## config.mk

```make
export PLATFORM = sky130hd
export DESIGN_NAME = byte_read_port
export DESIGN_NICKNAME = d
export VERILOG_FILES = /design/src/rtl/byte_read_port.sv
export SDC_FILE = /design/constraint.sdc
export NUM_CORES = 1
export LEC_CHECK = 0
export CAP_MARGIN = 5
export CORE_ASPECT_RATIO = 1.5
export CORE_MARGIN = 4
export CORE_UTILIZATION = 45
export CTS_CLUSTER_SIZE = 30
export DETAILED_ROUTE_END_ITERATION = 10
export PLACE_DENSITY = 0.74
export SKIP_CTS_REPAIR_TIMING = 1
export SYNTH_ARGS = -nofsm -noshare
export SYNTH_HDL_FRONTEND = slang
export SYNTH_SLANG_ARGS = --single-unit
```

## constraint.sdc

```tcl
create_clock -name csi_clk -period 2.4 [get_ports csi_clk]
set_input_delay 0.48 -clock csi_clk [delete_from_list [all_inputs] [get_ports csi_clk]]
set_output_delay 0.48 -clock csi_clk [all_outputs]
set_load 0.01 [all_outputs]
```

## src/rtl/byte_read_port.sv

```systemverilog
// Avalon-MM slave exposing a synchronized 8-bit input with per-bit edge capture,
// a saturating edge counter and a maskable level interrupt.
module byte_read_port #(
  parameter bit CAPTURE_FALLING = 1'b0
) (
  input  logic       csi_clk,
  input  logic       csi_reset,
  input  logic [3:0] avs_s1_address,
  input  logic       avs_s1_read,
  output logic [7:0] avs_s1_readdata,
  input  logic       avs_s1_write,
  input  logic [7:0] avs_s1_writedata,
  input  logic [7:0] user_datain_0,
  output logic       ins_irq0_irq
);

  localparam logic [3:0] AddrData  = 4'd0;
  localparam logic [3:0] AddrCount = 4'd1;
  localparam logic [3:0] AddrMask  = 4'd2;
  localparam logic [3:0] AddrCap   = 4'd3;

  logic [7:0] s1_q, s2_q, prev_q;
  logic [1:0] warm_q, warm_d;
  logic [7:0] cap_q, cap_d;
  logic [7:0] cnt_q, cnt_d;
  logic [7:0] mask_q, mask_d;
  logic [7:0] rdata_q, rdata_d;
  logic [7:0] edge_hit;
  logic [7:0] cap_clr;

  always_comb begin
    warm_d = (warm_q == 2'd3) ? warm_q : warm_q + 2'd1;

    // Edges are ignored until the pipeline has held valid samples for three cycles,
    // so an input already high at reset release does not look like a fresh edge.
    edge_hit = CAPTURE_FALLING ? (~s2_q & prev_q) : (s2_q & ~prev_q);
    if (warm_q != 2'd3) begin
      edge_hit = 8'h00;
    end

    cap_clr = (avs_s1_write && avs_s1_address == AddrCap) ? avs_s1_writedata : 8'h00;
    cap_d   = (cap_q & ~cap_clr) | edge_hit;

    cnt_d = (avs_s1_write && avs_s1_address == AddrCount) ? 8'h00 : cnt_q;
    if ((|edge_hit) && cnt_d != 8'hFF) begin
      cnt_d = cnt_d + 8'd1;
    end

    mask_d = (avs_s1_write && avs_s1_address == AddrMask) ? avs_s1_writedata : mask_q;

    rdata_d = rdata_q;
    if (avs_s1_read) begin
      case (avs_s1_address)
        AddrData:  rdata_d = s2_q;
        AddrCount: rdata_d = cnt_q;
        AddrMask:  rdata_d = mask_q;
        AddrCap:   rdata_d = cap_q;
        default:   rdata_d = 8'h00;
      endcase
    end
  end

  always_ff @(posedge csi_clk or posedge csi_reset) begin
    if (csi_reset) begin
      s1_q    <= 8'h00;
      s2_q    <= 8'h00;
      prev_q  <= 8'h00;
      warm_q  <= 2'd0;
      cap_q   <= 8'h00;
      cnt_q   <= 8'h00;
      mask_q  <= 8'h00;
      rdata_q <= 8'h00;
    end else begin
      s1_q    <= user_datain_0;
      s2_q    <= s1_q;
      prev_q  <= s2_q;
      warm_q  <= warm_d;
      cap_q   <= cap_d;
      cnt_q   <= cnt_d;
      mask_q  <= mask_d;
      rdata_q <= rdata_d;
    end
  end

  assign avs_s1_readdata = rdata_q;
  assign ins_irq0_irq    = |(cap_q & mask_q);

endmodule

```

==> flow_summary.yaml <==
final_layout:
  fin_nets: 254
  n_antenna_cell: 0
  drive_gt1_share_pct: 25.4
  stdcell_count: 300
  area_delta_synth_final_pct: 30.4
floorplan:
  boundaryPins: 33
  row_count: 32
  die_h_um: 97.5
  core_um2: 5160
  dieArea_um2: 6600
  die_w_um: 67.7
  initial_utilization_pct: 46.6
detailed_routing:
  vias: 1612
  totalWireLength_mm: 4.88
  drt_iter0_drc: 77
  firstDrtPassIters: 4
  drt-vias-per-instance: 5.37
  routedWlPerCell_um: 16.3
  drc: 0
  antenna_left: 0
sta:
  fmax_mhz: 426
  final.setup_skew_ns: 0.00743
  setup_viol: 0
  hold_violations: 0
  min_period_ns: 2.35
  rsz0062_at_grt: "false"
  fin_crit_sh_pct: 97.8
  tightest_slew_ns: 0.511
  maxSlewViolCount: 0
  maxSlewHeadroom_pct: 66.0
  tns_ns: 0
placed_design:
  port_buffers: 32
  dp_hpwl_mm: 3.56
  dp.cells: 285
  routabilityCongestion: 0.837
synthesis:
  syn_inst: 179
  syn-cell-area_um2: 2400
  synth_warnings: 0
  syn_nets: 205
  synth_ff_type: "dfrtp_1"
  ys_types: 37
  synthArstFlopShare_pct: 100
  netlist.top_cell.by_area: "dfrtp_1"
  synth.area.top_cells: "dfrtp_1 60%, mux4_2 6.6%, mux2_2 4.2%"
  yosysSeqAreaShare_pct: 60.4
  synth_area_per_cell_um2: 13.4
  synth_edf_count: 0
  synth_seq_cells: 58
  synth.top_cell.area_share_pct: 60.4
worst_setup_path:
  setup.worst_path.end_class: "flip-flop"
  r2r_start: "cnt_q[1]$_DFF_PP0_"
  r2r_cells: 7
  r2r_slack_ns: 0.47
  r2r_end: "cnt_q[3]$_DFF_PP0_"
  worst-path-max-fanout: 4
  crit_required_ns: 2.66
  critPathCapture: "cnt_q[3]$_DFF_PP0_"
  arrival_ns: 2.61
  crit_path_start_kind: "input pin"
  crit_start: "avs_s1_write"
  critPathKind: "in -> reg"
grt:
  antenna_found_initial: 0
  grt_max_degree: 39
  grt_overflow: 0
  grt_pass1_vias: 1718
  grt_usage_pct: 17.1
  grt_first_pass_wirelength_mm: 8.29
power:
  combPwrFrac_pct: 18.5
  power_density_nw_per_um2: 840
  power.internal_mw: 1.96
  seq_power_share_pct: 46.9
  p_sw_mw: 0.672
  p_leak_nw: 1.36
  peakVddDrop_mv: 0.520
  power_frac_clock_pct: 34.6
  power_switching_share_pct: 25.5
cts:
  clk_latency_ns: 0.33
  cts_sinks: 58
  clk_path_buf_depth: 2
  htreeDepth: 3
  cts-buffers-inserted: 9
  root_buffer: "clkbuf_8"
  tritoncts: "built"
  clk_pin_slew_ns: 0.06
status:
  outcome: "finished clean"
worst_hold_path:
  hp-class: "reg -> reg"
flow_run:
  cap_violations: 0
cell type report:
class	count	area, µm²
clock buffer	13	169
clock inverter	2	35.0
fill	394	2030
inverter	10	37.5
multi-input combinational	106	935
sequential	58	1450
tap	68	85.1
timing repair buffer	43	423
per-stage QoR:
step / utilization [%] / cell area [µm²] / hold slack (ns) / power [mW] / setup slack (ns)
after floorplan: - / 2450 / 0.331 / 1.52 / 0.0176
after global placement: 56.4 / 2910 / 0.332 / 1.71 / -0.261
after detailed placement: 56.4 / 2910 / 0.336 / 1.72 / -0.304
after CTS: 60.3 / 3120 / 0.350 / 2.65 / 0.0433
after global routing: 60.7 / 3140 / 0.361 / 2.77 / 0.0123
final: 60.7 / 3140 / 0.346 / 2.64 / 0.0534
placed cells by master, fill, tap and decap left out, types with 2 or more instances in the layout:
cell type | netlist | final
and3_1 | 5 | 4
mux4_2 | 7 | 7
buf_4 | 0 | 10
nor2b_1 | 7 | 7
o21ai_0 | 8 | 8
nand2_1 | 11 | 11
a22oi_1 | 4 | 4
and2_4 | 0 | 2
mux2_2 | 9 | 9
nand4_1 | 2 | 2
or4_4 | 2 | 3
xnor2_1 | 3 | 3
dfrtp_1 | 58 | 58
nor2_1 | 3 | 3
a22o_1 | 7 | 7
clkdlybuf4s50_1 | 0 | 29
inv_1 | 10 | 9
and3_4 | 1 | 2
nand3_1 | 12 | 12
nand4b_1 | 2 | 2
dlymetal6s2s_1 | 0 | 3
clkbuf_8 | 0 | 12
routing by layer:
metal / routed length, µm / GRT usage, %
met4: 89 / 8.75
met3: 229 / 4.98
met1: 2050 / 22.1
met2: 2500 / 25.7
met5: 0 / 0
registers in the layout, indices dropped and copies added (netlist names):
name and cells:
s2_q 8, cnt_q 8, s1_q 8, avs_s1_readdata 8
warm_q 2, mask_q 8, cap_q 8, prev_q 8
cell usage after synthesis (3+ instances only):
master	n
a22o_1	7
a22oi_1	4
and3_1	5
dfrtp_1	58
inv_1	10
mux2_2	9
mux4_2	7
nand2_1	11
nand3_1	12
nor2_1	3
nor2b_1	7
o21ai_0	8
xnor2_1	3
critical path, stage by stage:
cell,delay (ns)
clkdlybuf4s50_1,0.50
nand4b_1,0.16
and2_4,0.21
ha_4,0.15
and4_4,0.18
and3_4,0.17
and3_4,0.19
or4_4,0.41
a21boi_2,0.14
cells by family after synthesis:
group / synth area share, %
flops: 60.4
simple gates: 13.5
compound gates: 8.27
mux: 12.9
buf+inv: 2.45
xor+xnor: 1.46
fa+ha+maj: 1.04
worst min path at each step:
stage | startpoint | end | slack (ns) | depth (start not counted)
3_3_place_gp | s1_q[4]$_DFF_PP0_ | s2_q[4]$_DFF_PP0_ | 0.33 | 0
4_1_cts | s1_q[4]$_DFF_PP0_ | s2_q[4]$_DFF_PP0_ | 0.35 | 0
2_1_floorplan | s1_q[0]$_DFF_PP0_ | s2_q[0]$_DFF_PP0_ | 0.33 | 0
5_1_grt | s1_q[4]$_DFF_PP0_ | s2_q[4]$_DFF_PP0_ | 0.36 | 0
6_report | s1_q[4]$_DFF_PP0_ | s2_q[4]$_DFF_PP0_ | 0.35 | 0
3_5_place_dp | s1_q[4]$_DFF_PP0_ | s2_q[4]$_DFF_PP0_ | 0.34 | 0
power groups by stage:
stage	clock network, mW	logic (mW)	registers [mW]
floorplan	0	0.317	1.20
global placement	0	0.463	1.24
detailed placement	0	0.475	1.25
CTS	0.937	0.482	1.23
global route	0.985	0.536	1.25
finish	0.912	0.489	1.24
No activity file was read; power rests on OpenSTA's default activity.
